<file path="config.mk">
export PLATFORM = sky130hd
export DESIGN_NAME = pmu_pwr_seq_flat
export DESIGN_NICKNAME = d
export VERILOG_FILES = /design/src/rtl/pmu_pwr_seq_pkg.sv /design/src/rtl/pmu_pwr_seq_if.sv /design/src/rtl/pmu_settle_timer.sv /design/src/rtl/pmu_pwr_seq.sv /design/src/flat_wrapper.sv
export SDC_FILE = /design/constraint.sdc
export NUM_CORES = 1
export LEC_CHECK = 0
export CAP_MARGIN = 20
export CORE_MARGIN = 10
export CORE_UTILIZATION = 62
export DETAILED_ROUTE_END_ITERATION = 7
export HOLD_SLACK_MARGIN = 0.02
export PLACE_DENSITY_LB_ADDON = 0.3
export SLEW_MARGIN = 20
export SYNTH_ARGS = -nofsm -noshare
export SYNTH_HDL_FRONTEND = slang
export SYNTH_SLANG_ARGS = --single-unit
</file>
<file path="constraint.sdc">
create_clock -name pclk -period 9.1 [get_ports pclk]
set_clock_uncertainty 0.15 [all_clocks]
set_input_delay 1.82 -clock pclk [delete_from_list [all_inputs] [get_ports pclk]]
set_output_delay 1.82 -clock pclk [all_outputs]
set_load 0.05 [all_outputs]
</file>
<file path="src/rtl/pmu_pwr_seq_pkg.sv">
// Shared types and helpers for the PMU power sequencer.
// Holds the sequencer state enum and the clk_select -> base settle count table.
package pmu_pwr_seq_pkg;

  localparam int CLK_SEL_W = 3;
  localparam int BASE_W    = 7;

  // Sleep steps run PVD -> LDO -> V2I; wake steps run the reverse order.
  typedef enum logic [2:0] {
    ACTIVE  = 3'd0,
    SLP_PVD = 3'd1,
    SLP_LDO = 3'd2,
    SLP_V2I = 3'd3,
    SLEEP   = 3'd4,
    WK_V2I  = 3'd5,
    WK_LDO  = 3'd6,
    WK_PVD  = 3'd7
  } pmu_state_e;

  // Base settle count, in pclk cycles, giving a ~3us wait at each pclk divider.
  function automatic logic [BASE_W-1:0] base_cnt(input logic [CLK_SEL_W-1:0] clk_select);
    logic [BASE_W-1:0] cnt;
    case (clk_select)
      3'd0:    cnt = 7'd96;
      3'd1:    cnt = 7'd48;
      3'd2:    cnt = 7'd24;
      3'd3:    cnt = 7'd12;
      3'd4:    cnt = 7'd6;
      3'd5:    cnt = 7'd3;
      default: cnt = 7'd2;
    endcase
    return cnt;
  endfunction

endpackage

</file>
<file path="src/rtl/pmu_pwr_seq_if.sv">
// Request/acknowledge interface between the SCU request logic and the sequencer.
//
// Handshake: sleep_req and wake_req are levels raised by the master and held
// until ack. The sequencer samples them only while idle (ACTIVE or SLEEP,
// busy=0); a request that does not oppose the current state is ignored. ack is
// a one-cycle pulse on the first cycle back in SLEEP or ACTIVE; busy is high for
// the whole transition and asleep is high while in SLEEP. clk_select is
// sampled on entry to each sequencing step.
interface pmu_pwr_seq_if;

  logic [2:0] clk_select;
  logic       sleep_req;
  logic       wake_req;
  logic       ack;
  logic       busy;
  logic       asleep;

  modport master (
    output clk_select,
    output sleep_req,
    output wake_req,
    input  ack,
    input  busy,
    input  asleep
  );

  modport slave (
    input  clk_select,
    input  sleep_req,
    input  wake_req,
    output ack,
    output busy,
    output asleep
  );

endinterface

</file>
<file path="src/rtl/pmu_settle_timer.sv">
// Loadable settle down-counter.
// load_val is the step length minus one; done is high on the last cycle of the
// count and then drops until the next load.
module pmu_settle_timer #(
  parameter int CNT_W = 10
) (
  input  logic             pclk,
  input  logic             prst,
  input  logic             load,
  input  logic [CNT_W-1:0] load_val,
  output logic             done
);

  logic [CNT_W-1:0] cnt;
  logic             armed;

  // Count down from the loaded value; disarm once the last cycle has passed.
  always_ff @(posedge pclk) begin
    if (prst) begin
      cnt   <= '0;
      armed <= 1'b0;
    end else if (load) begin
      cnt   <= load_val;
      armed <= 1'b1;
    end else if (armed) begin
      if (cnt == '0) begin
        armed <= 1'b0;
      end else begin
        cnt <= cnt - CNT_W'(1);
      end
    end
  end

  assign done = armed && (cnt == '0);

endmodule

</file>
<file path="src/rtl/pmu_pwr_seq.sv">
// PMU analog power-domain sequencer.
// Walks PVD, LDO1P5 and V2I power-down pins through a fixed order on
// sleep/wake requests, holding each step for base_cnt(clk_select)*MULT cycles.
// Optional feature macro: PMU_SEQ_PVD_ABORT_EN (synchronised PVD brown-out
// input forces an automatic sleep and sets the sticky pvd_evt flag).
module pmu_pwr_seq
  import pmu_pwr_seq_pkg::*;
#(
  parameter int CNT_W    = 10,
  parameter int PVD_MULT = 1,
  parameter int LDO_MULT = 1,
  parameter int V2I_MULT = 2
) (
  input  logic                pclk,
  input  logic                prst,
  pmu_pwr_seq_if.slave        req_if,
  input  logic                pvd_in,
  input  logic                pvd_clr,
  output logic                pd_pvd,
  output logic                pd_ldo15,
  output logic                pd_v2i,
  output logic                pvd_evt,
  output pmu_state_e          dbg_state
);

  pmu_state_e       state;
  pmu_state_e       state_nxt;
  logic             tmr_load;
  logic [CNT_W-1:0] tmr_val;
  logic             tmr_done;
  logic [CNT_W-1:0] base_ext;
  logic [CNT_W-1:0] step_mult;
  logic [CNT_W-1:0] step_len;
  logic             pvd_trig;
  logic             ack_q;

  // ---------------------------------------------------------------------------
  // Brown-out handling
  // ---------------------------------------------------------------------------
`ifdef PMU_SEQ_PVD_ABORT_EN
  logic pvd_s1;
  logic pvd_s2;
  logic pvd_evt_q;

  // Two-flop synchroniser for the asynchronous comparator output.
  always_ff @(posedge pclk) begin
    if (prst) begin
      pvd_s1 <= 1'b0;
      pvd_s2 <= 1'b0;
    end else begin
      pvd_s1 <= pvd_in;
      pvd_s2 <= pvd_s1;
    end
  end

  // A brown-out only matters while fully powered; it then acts like sleep_req.
  assign pvd_trig = (state == ACTIVE) && pvd_s2;

  // Sticky brown-out flag; a new event beats a simultaneous clear.
  always_ff @(posedge pclk) begin
    if (prst) begin
      pvd_evt_q <= 1'b0;
    end else if (pvd_trig) begin
      pvd_evt_q <= 1'b1;
    end else if (pvd_clr) begin
      pvd_evt_q <= 1'b0;
    end
  end

  assign pvd_evt = pvd_evt_q;
`else
  logic unused_pvd;

  assign pvd_trig   = 1'b0;
  assign pvd_evt    = 1'b0;
  assign unused_pvd = pvd_in | pvd_clr;
`endif

  // ---------------------------------------------------------------------------
  // Step timer: length is latched from clk_select when the step is entered
  // ---------------------------------------------------------------------------
  assign base_ext = CNT_W'(base_cnt(req_if.clk_select));
  assign step_len = base_ext * step_mult;
  assign tmr_val  = step_len - CNT_W'(1);

  pmu_settle_timer #(
    .CNT_W (CNT_W)
  ) u_timer (
    .pclk     (pclk),
    .prst     (prst),
    .load     (tmr_load),
    .load_val (tmr_val),
    .done     (tmr_done)
  );

  // ---------------------------------------------------------------------------
  // Sequencer FSM
  // ---------------------------------------------------------------------------

  // State register.
  always_ff @(posedge pclk) begin
    if (prst) begin
      state <= ACTIVE;
    end else begin
      state <= state_nxt;
    end
  end

  // Next state; a timer load accompanies every entry into a step state.
  always_comb begin
    state_nxt = state;
    tmr_load  = 1'b0;
    step_mult = '0;
    case (state)
      ACTIVE: begin
        if (req_if.sleep_req || pvd_trig) begin
          state_nxt = SLP_PVD;
          tmr_load  = 1'b1;
          step_mult = CNT_W'(PVD_MULT);
        end
      end
      SLP_PVD: begin
        if (tmr_done) begin
          state_nxt = SLP_LDO;
          tmr_load  = 1'b1;
          step_mult = CNT_W'(LDO_MULT);
        end
      end
      SLP_LDO: begin
        if (tmr_done) begin
          state_nxt = SLP_V2I;
          tmr_load  = 1'b1;
          step_mult = CNT_W'(V2I_MULT);
        end
      end
      SLP_V2I: begin
        if (tmr_done) begin
          state_nxt = SLEEP;
        end
      end
      SLEEP: begin
        if (req_if.wake_req) begin
          state_nxt = WK_V2I;
          tmr_load  = 1'b1;
          step_mult = CNT_W'(V2I_MULT);
        end
      end
      WK_V2I: begin
        if (tmr_done) begin
          state_nxt = WK_LDO;
          tmr_load  = 1'b1;
          step_mult = CNT_W'(LDO_MULT);
        end
      end
      WK_LDO: begin
        if (tmr_done) begin
          state_nxt = WK_PVD;
          tmr_load  = 1'b1;
          step_mult = CNT_W'(PVD_MULT);
        end
      end
      WK_PVD: begin
        if (tmr_done) begin
          state_nxt = ACTIVE;
        end
      end
      default: begin
        state_nxt = ACTIVE;
      end
    endcase
  end

  // Power pins and ack update on the edge that enters a state, so each change
  // is visible on the first cycle of that state.
  always_ff @(posedge pclk) begin
    if (prst) begin
      pd_pvd   <= 1'b0;
      pd_ldo15 <= 1'b0;
      pd_v2i   <= 1'b0;
      ack_q    <= 1'b0;
    end else begin
      ack_q <= 1'b0;
      if (state_nxt != state) begin
        case (state_nxt)
          SLP_PVD: pd_pvd   <= 1'b1;
          SLP_LDO: pd_ldo15 <= 1'b1;
          SLP_V2I: pd_v2i   <= 1'b1;
          SLEEP:   ack_q    <= 1'b1;
          WK_V2I:  pd_v2i   <= 1'b0;
          WK_LDO:  pd_ldo15 <= 1'b0;
          WK_PVD:  pd_pvd   <= 1'b0;
          ACTIVE:  ack_q    <= 1'b1;
          default: ;
        endcase
      end
    end
  end

  assign req_if.ack    = ack_q;
  assign req_if.busy   = (state != ACTIVE) && (state != SLEEP);
  assign req_if.asleep = (state == SLEEP);
  assign dbg_state     = state;

endmodule

</file>
<file path="src/flat_wrapper.sv">
// flat-port wrapper written by rule: the top's interface ports become plain ports
module pmu_pwr_seq_flat import pmu_pwr_seq_pkg::*;
#(
  parameter int CNT_W    = 10,
  parameter int PVD_MULT = 1,
  parameter int LDO_MULT = 1,
  parameter int V2I_MULT = 2
)
  (pclk, prst, pvd_in, pvd_clr, pd_pvd, pd_ldo15, pd_v2i, pvd_evt, dbg_state, req_if_clk_select, req_if_sleep_req, req_if_wake_req, req_if_ack, req_if_busy, req_if_asleep);
  pmu_pwr_seq_if req_if_i ();
  input  logic pclk;
  input  logic prst;
  input  logic pvd_in;
  input  logic pvd_clr;
  output logic pd_pvd;
  output logic pd_ldo15;
  output logic pd_v2i;
  output logic pvd_evt;
  output pmu_state_e dbg_state;
  input wire logic [$bits(req_if_i.clk_select)-1:0] req_if_clk_select;
  input wire logic [$bits(req_if_i.sleep_req)-1:0] req_if_sleep_req;
  input wire logic [$bits(req_if_i.wake_req)-1:0] req_if_wake_req;
  output wire logic [$bits(req_if_i.ack)-1:0] req_if_ack;
  output wire logic [$bits(req_if_i.busy)-1:0] req_if_busy;
  output wire logic [$bits(req_if_i.asleep)-1:0] req_if_asleep;
  assign req_if_i.clk_select = req_if_clk_select;
  assign req_if_i.sleep_req = req_if_sleep_req;
  assign req_if_i.wake_req = req_if_wake_req;
  assign req_if_ack = req_if_i.ack;
  assign req_if_busy = req_if_i.busy;
  assign req_if_asleep = req_if_i.asleep;
  pmu_pwr_seq #(.CNT_W(CNT_W), .PVD_MULT(PVD_MULT), .LDO_MULT(LDO_MULT), .V2I_MULT(V2I_MULT)) u_core (.pclk(pclk), .prst(prst), .req_if(req_if_i), .pvd_in(pvd_in), .pvd_clr(pvd_clr), .pd_pvd(pd_pvd), .pd_ldo15(pd_ldo15), .pd_v2i(pd_v2i), .pvd_evt(pvd_evt), .dbg_state(dbg_state));
endmodule
</file>
==> metrics, run 1 <==
Most used DFF post-synth dfxtp_1; min Tclk post-route ~5700 ps; Worst-path clk slew about 100 ps; vias per cell between 5 and 6; largest net degree at the start of global routing 19; H-Tree Depth 1; HP Start u_core.pd_ldo15$_SDFFE_PP0P_; via count 1826; Worst Hold Class flip-flop to flip-flop; first-pass GRT wire length 7.53 mm; CTS Hold Bufs 0; Setup Buffers After CTS 0; crit end category flip-flop; status finished clean; fin crit share a little over three fifths; Setup WS pre-CTS 3130 ps; # clock sinks 18; Synth Warn # 0; CTS buffer count 3; Leakage approximately 1 nW; post-layout util between 70% and 80%; Die Ht about 78 µm; post-CTS resize count 0; Root Driver clkbuf_4; # fillers ~270; share of cells above drive strength 1 between 8 and 9%; starting DRC count in detailed routing 127; endpoints failing hold 0; Syn Nets roughly 300; # IOs 19; Worst R2R Start u_core.dbg_state[0]$_SDFF_PP0_; slew margin rel. ~57%; Inst Count DP around 300; core area between 0.003 and 0.004 mm²; sequential share of the synthesized area between 10% and 20%; Cell Area, Synth between 0.002 and 0.0025 mm²; WP data required about 9200 ps; Slew @ Worst Pin about 650 ps; Die ar. a little over 0.006 mm²; TritonCTS clock tree done; Max Slew Vio Count 0; GRT Util Overall 14.3%; PortBufs 15; Setup WS post-layout 3380 ps; maximum vdd drop 0.000132 V; clk buf depth 2; CP Launch Type input pin; pwr dens between 100 and 150 mW/mm²; DR DRC count 0; critical path type input pin to flip-flop; initial core utilization around two thirds; ANT nets after route 0; die width 77.9 µm; crit path max fanout 7; EDFF count, synth 0; f_max about 0.17 GHz; Routed WL about 4.3 mm; Max Cap Viol 0; detailed placer's ending HPWL 3.44 mm; Worst-Skew Late Latency approximately 300 ps; Worst Path Arrival between 5000 and 6000 ps; Area Growth Syn to Fin 9.44%; Nets a little over 300; ANT cells 0; Gate Count Post-Synth roughly 250; vias in the first global route 1731; grt ovf 0; initial antenna violation count 0; Setup-failing EPs final 0; final setup TNS 0 ps; Total Power 0.264 mW; WL/cell 14.0 µm; GP Congestion around 0.86; Yosys reg bits 18; Synth async-reset ratio 0%; # rows 20; RSZ-0062 raised after global routing false; syn avg cell area 8.22 µm²; router iterations before antenna repair 4; post-route insts no fill ~310; Distinct cells, synth 58; Critical path origin req_if_sleep_req
## path summary, 6_finish.rpt
kind                            slack, ps  cells after the start                                 end
worst min-delay path                  330                      2        u_core.pd_ldo15$_SDFFE_PP0P_
worst min register to register        330                      2        u_core.pd_ldo15$_SDFFE_PP0P_
worst max register to register       4450                     15  u_core.u_timer.cnt[9]$_SDFFE_PP0P_
worst max-delay path                 3380                     14  u_core.u_timer.cnt[9]$_SDFFE_PP0P_
## layout make-up
class	count	area, µm²	share of cell area, %
multi-input cells	201	1580	69.4
flip-flops and latches	18	360	15.8
repair buffers	15	150	6.59
inverters	25	95.1	4.18
well taps	44	55.1	2.42
clock buffers	4	36.3	1.59
## cells in the final DEF (no fill, tap or decap), types with 7 or more instances in the layout
master,n
nand3_1,7
ha_1,35
a21o_1,9
clkdlybuf4s50_1,15
nand2_1,13
nor2_1,26
inv_1,22
a21oi_1,12
o21ai_1,8
dfxtp_1,18
xor2_1,10
xnor2_1,7
## cells in the mapped netlist (2+ instances only)
cell       count  share of area, %
ha_1          35                21
nor2_1        26               4.7
inv_1         22               4.0
dfxtp_1       18                17
nand2_1       13               2.3
a21oi_1       12               2.9
xor2_1        10               4.2
a21o_1         9               3.2
o21ai_1        8               1.9
nand3_1        7               1.7
xnor2_1        7               2.9
a211oi_1       5               1.8
nor2b_1        5               1.5
nor3_1         5               1.2
nand2b_1       4               1.2
or4_1          4               1.4
buf_2          3              0.72
clkbuf_1       3              0.54
nor4_1         3              0.90
o21ai_0        3              0.72
o31ai_1        3               1.1
a2111oi_0      2              0.84
a21oi_2        2              0.84
a311oi_1       2              0.84
a31oi_1        2              0.60
and3_1         2              0.60
buf_4          2              0.72
fa_1           2               1.9
inv_2          2              0.36
nand2b_4       2               1.3
nand4b_1       2              0.84
o211ai_2       2               1.2
## power breakdown
| part | switching [mW] | total [mW] | internal, mW |
|---|---|---|---|
| sequential | 0.0115 | 0.100 | 0.0884 |
| combinational | 0.0668 | 0.114 | 0.0475 |
| clock | 0.0253 | 0.0498 | 0.0244 |
| total | 0.104 | 0.264 | 0.160 |
## per-layer routing
metal  global-route usage, %  vias to the layer above  part of all wire, %
met3                    3.11                        4                  3.3
met2                    24.1                       27                   48
met4                    2.69                        0                 0.40
met5                       0                        -                    0
li1                        -                      932                    -
met1                    18.4                      863                   48
## metrics by stage
step	cell area, µm²	hold WS [ps]
after global placement	2240	314
final	2280	330
after detailed placement	2240	312
after CTS	2280	328
after floorplan	2080	410
after global routing	2280	345
## worst max-delay path: stages
cell and delay, ps:
clkdlybuf4s50_1 550, nor2b_1 210, nand2_1 80, a21o_1 260, or4_1 420, ha_1 290
inv_1 40, ha_1 280, ha_1 290, ha_1 290, ha_1 350, a2111oi_0 510
o31ai_1 160, a31oi_1 210
## registers in the layout (all words and copies together), names as in the netlist
signal / count
u_core.u_timer.cnt: 10
u_core.dbg_state: 3
u_core.pd_ldo15: 1
u_core.pd_pvd: 1
u_core.pd_v2i: 1
u_core.req_if.ack: 1
u_core.u_timer.armed: 1
## cells by family after synthesis
logic type | synth area share, %
mux | 1.02
simple gates | 22.2
other cells | 0.180
xor+xnor | 7.16
fa+ha+maj | 23.0
compound gates | 22.4
flops | 17.3
buf+inv | 6.73
Power figures use the tool's default switching activity.
==> run 2: changes to the inputs <==
Settings changed: CORE_UTILIZATION 62 to 58.
Clock period 9.1 ns to 5.62 ns, I/O delays scaled along.
==> metrics, run 2 (same netlist as run 1, synthesis figures left out) <==
GRT Util Overall between 10% and 20%; detailed placer's ending HPWL about 3.3 mm; commonest cells after routing, fill and taps aside ha_1 (35), nor2_1 (26), inv_1 (22); Worst R2R Start u_core.dbg_state[0]$_SDFF_PP0_; slew margin rel. 56.5%; ANT cells 0; ANT nets after route 0; router iterations before antenna repair 4; H-Tree Depth 1; GRT met3 Usage between 3 and 4%; hold path cells 2; via count 1811; HP Start u_core.pd_ldo15$_SDFFE_PP0P_; Total Power roughly 0.42 mW; GP Congestion roughly 0.79; # clock sinks 18; WP data required ~5600 ps; Routed WL about 4 mm; Setup WS post-layout about 660 ps; R2R Path End u_core.u_timer.cnt[9]$_SDFFE_PP0P_; CTS buffer count 3; CP Launch Type input pin; Nets 310; grt met2 use 20.6%; r2r setup slk around 1000 ps; most common cell after layout, fill and taps aside ha_1; FF+latch area 360 µm²; met1 usage between 15 and 20%; Die Ht approximately 80 µm; pwr dens 186 mW/mm²; Worst Hold Class flip-flop to flip-flop; DR DRC count 0; Setup-failing EPs final 0; first-pass GRT wire length around 7.0 mm; largest net degree at the start of global routing 19; hold path endpoint u_core.pd_ldo15$_SDFFE_PP0P_; # rows 21; critical path type input pin to flip-flop; layer with the highest usage met2; min Tclk post-route roughly 5000 ps; Setup WS pre-CTS roughly 380 ps; WL/cell about 13 µm; post-CTS resize count 0; f_max 0.202 GHz; FF-to-FF path depth 15; Setup Buffers After CTS 0; RSZ-0062 raised after global routing false; Root Driver clkbuf_4; Worst-Skew Late Latency 290 ps; Die ar. ~0.0064 mm²; clk buf depth 2; Max Cap Viol 0; Max Slew Vio Count 0; Worst Path Arrival 4970 ps; maximum vdd drop 0.000183 V; initial antenna violation count 0; PortBufs 15; share of cells above drive strength 1 under 10%; post-layout util roughly two thirds; Area Growth Syn to Fin 9.56%; Largest Register u_core.u_timer.cnt; initial core utilization 61.4%; vias in the first global route between 1500 and 2000; max reg flops 10; # IOs 19; die width approximately 80 µm; fin crit share just under 90%; multi-input logic area approximately 0.0016 mm²; endpoints failing hold 0; starting DRC count in detailed routing 110; TritonCTS clock tree done; Worst-path clk slew around 100 ps; crit end category flip-flop; CTS Hold Bufs 0; core area 0.00339 mm²; grt ovf 0; status finished clean; Leakage 0.996 nW; vias per cell between 5 and 6; Slew @ Worst Pin between 600 and 700 ps; # fillers ~280; crit path max fanout 7; final setup TNS 0 ps
## run 2: cell counts in the layout (fill, tap and decap cells not counted)
Identical to the previous run, type by type.
## run 2: worst max-delay path by stage
stage                                        start                                  to  slack [ps]  cells after the start
floorplan           u_core.dbg_state[1]$_SDFF_PP0_  u_core.u_timer.cnt[9]$_SDFFE_PP0P_        1110                     18
global placement                  req_if_sleep_req  u_core.u_timer.cnt[9]$_SDFFE_PP0P_         410                     14
detailed placement                req_if_sleep_req  u_core.u_timer.cnt[9]$_SDFFE_PP0P_         380                     14
CTS                               req_if_sleep_req  u_core.u_timer.cnt[9]$_SDFFE_PP0P_         680                     14
global route                      req_if_sleep_req  u_core.u_timer.cnt[9]$_SDFFE_PP0P_         500                     14
finish                            req_if_sleep_req  u_core.u_timer.cnt[9]$_SDFFE_PP0P_         660                     14
## run 2: area by class of cell
type	instances	share of cell area, %
clock buffers	4	1.59
multi-input cells	201	69.3
well taps	46	2.52
flip-flops and latches	18	15.8
inverters	25	4.17
repair buffers	15	6.59
## run 2: critical path, cell delays in order
cell and delay, ps:
clkdlybuf4s50_1 560, nor2b_1 190, nand2_1 70, a21o_1 250, or4_1 420, ha_1 290, inv_1 40, ha_1 280
ha_1 290, ha_1 300, ha_1 350, a2111oi_0 530, or4_1 210, a31oi_1 70
## run 2: metrics by stage
step | cell area (µm²) | std cells | hold WS [ps]
after global placement | 2240 | 305 | 315
final | 2280 | 309 | 335
after floorplan | 2080 | 253 | 410
after CTS | 2280 | 309 | 337
after detailed placement | 2240 | 305 | 323
after global routing | 2280 | 309 | 390
## run 2: power by group
part           total [mW]  internal (mW)  switching [mW]
combinational       0.183         0.0767           0.106
clock              0.0803         0.0395          0.0408
sequential          0.162          0.143          0.0185
## run 2: metal layers
layer	wire (µm)	vias to the layer above
li1	-	932
met1	1950	830
met5	0	-
met4	26	0
met2	1800	45
met3	220	4
==> run 3: changes to the inputs <==
Settings changed: CTS_BUF_LIST set to sky130_fd_sc_hd__clkbuf_16, CTS_CLUSTER_DIAMETER set to 40.
==> metrics, run 3 (same netlist as run 1, synthesis figures left out) <==
Root Driver clkbuf_16; crit end category flip-flop; # IOs 19; Slew @ Worst Pin approximately 670 ps; GRT Util Overall roughly an eighth; Nets a little over 300; starting DRC count in detailed routing around 110; PortBufs 15; clk buf depth 2; post-CTS resize count 0; post-layout util 68.5%; Critical Path Most Common Cell ha_1; ANT nets after route 0; crit path max fanout 7; Largest stage delay, worst path around 550 ps; fin crit share 89.3%; # clock sinks 18; HP Start u_core.pd_ldo15$_SDFFE_PP0P_; Worst Hold Class flip-flop to flip-flop; die width between 70 and 80 µm; f_max 0.199 GHz; grt ovf 0; vias per cell 5.84; min Tclk post-route approximately 5000 ps; CTS Hold Bufs 0; slew margin rel. approximately 55%; r2r setup slk between 1000 and 1500 ps; CP Launch Type input pin; initial antenna violation count 0; max reg flops 10; Setup Buffers After CTS 0; Leakage 1.01 nW; H-Tree Depth 1; detailed placer's ending HPWL roughly 3.3 mm; CTS buffer count 3; GP Congestion 0.787; RSZ-0062 raised after global routing false; Setup WS post-layout 603 ps; Max Cap Viol 0; Worst-Skew Late Latency roughly 250 ps; TritonCTS clock tree done; most common cell after layout, fill and taps aside ha_1; Setup WS pre-CTS between 300 and 400 ps; Die ar. 0.00638 mm²; initial core utilization roughly three fifths; # rows 21; status finished clean; commonest cells after routing, fill and taps aside ha_1 (35), nor2_1 (26), inv_1 (22); share of cells above drive strength 1 ~8.0%; Critical path origin req_if_sleep_req; Area Growth Syn to Fin 11.6%; Setup-failing EPs final 0; vias in the first global route approximately 1600; DR DRC count 0; critical path type input pin to flip-flop; Worst R2R Start u_core.dbg_state[0]$_SDFF_PP0_; first-pass GRT wire length around 7 mm; WP data required about 5600 ps; pwr dens around 210 mW/mm²; WL/cell between 10 and 15 µm; ANT cells 0; router iterations before antenna repair 4; Total Power 0.485 mW; largest net degree at the start of global routing 19; Routed WL 4.01 mm; CP max stage cell clkdlybuf4s50_1; final setup TNS 0 ps; maximum vdd drop slightly below 0.0002 V; Die Ht roughly 80 µm; Worst-path clk slew around 50 ps; endpoints failing hold 0; core area between 0.003 and 0.004 mm²; cells along the critical path clkdlybuf4s50_1, nor2b_1, nand2_1, a21o_1, or4_1, ha_1, inv_1, ha_1, ha_1, ha_1, ha_1, a2111oi_0, or4_1, a31oi_1; via count 1804; Worst Path Arrival between 4000 and 5000 ps; Max Slew Vio Count 0; Largest Register u_core.u_timer.cnt
## run 3: changes by cell type in the layout (fill, tap and decap cells not counted), sizes merged
cell	change
clkinv	+1
clkbuf	-1
## run 3: final cells by class
type                    count  area [µm²]
flip-flops and latches     18         360
fillers                   274        1070
repair buffers             15         150
clock inverters             1        3.75
well taps                  46        57.6
inverters                  25        95.1
multi-input cells         201        1580
clock buffers               3        75.1
## run 3: routing by layer
layer	wire (µm)	track usage (%)	vias to the layer above
met5	0	0	-
met4	27	2.11	0
met3	179	2.70	4
met2	1790	20.5	34
met1	2020	16.8	836
li1	-	-	930
## run 3: where the power goes
| group | total, mW | internal [mW] | switching [mW] |
|---|---|---|---|
| Sequential | 0.162 | 0.144 | 0.0185 |
| Combinational | 0.183 | 0.0767 | 0.106 |
| Clock | 0.140 | 0.0945 | 0.0460 |
## run 3: through the flow
stage               instances  hold slack, ps  area (µm²)
floorplan                 253             410        2080
CTS                       309             330        2320
global route              309             381        2320
global placement          305             315        2240
finish                    309             328        2320
detailed placement        305             323        2240
## run 3: worst paths after layout
| check | to | cells past startpoint |
|---|---|---|
| min reg2reg | u_core.pd_ldo15$_SDFFE_PP0P_ | 2 |
| min | u_core.pd_ldo15$_SDFFE_PP0P_ | 2 |
| max | u_core.u_timer.cnt[9]$_SDFFE_PP0P_ | 14 |
| max reg2reg | u_core.u_timer.cnt[9]$_SDFFE_PP0P_ | 15 |
## run 3: worst max-delay path, delay by kind of cell
kind	cells	cell delay [ps]
fa+ha+maj	5	1510
compound gates	3	840
simple gates	4	890
buf+inv	2	590
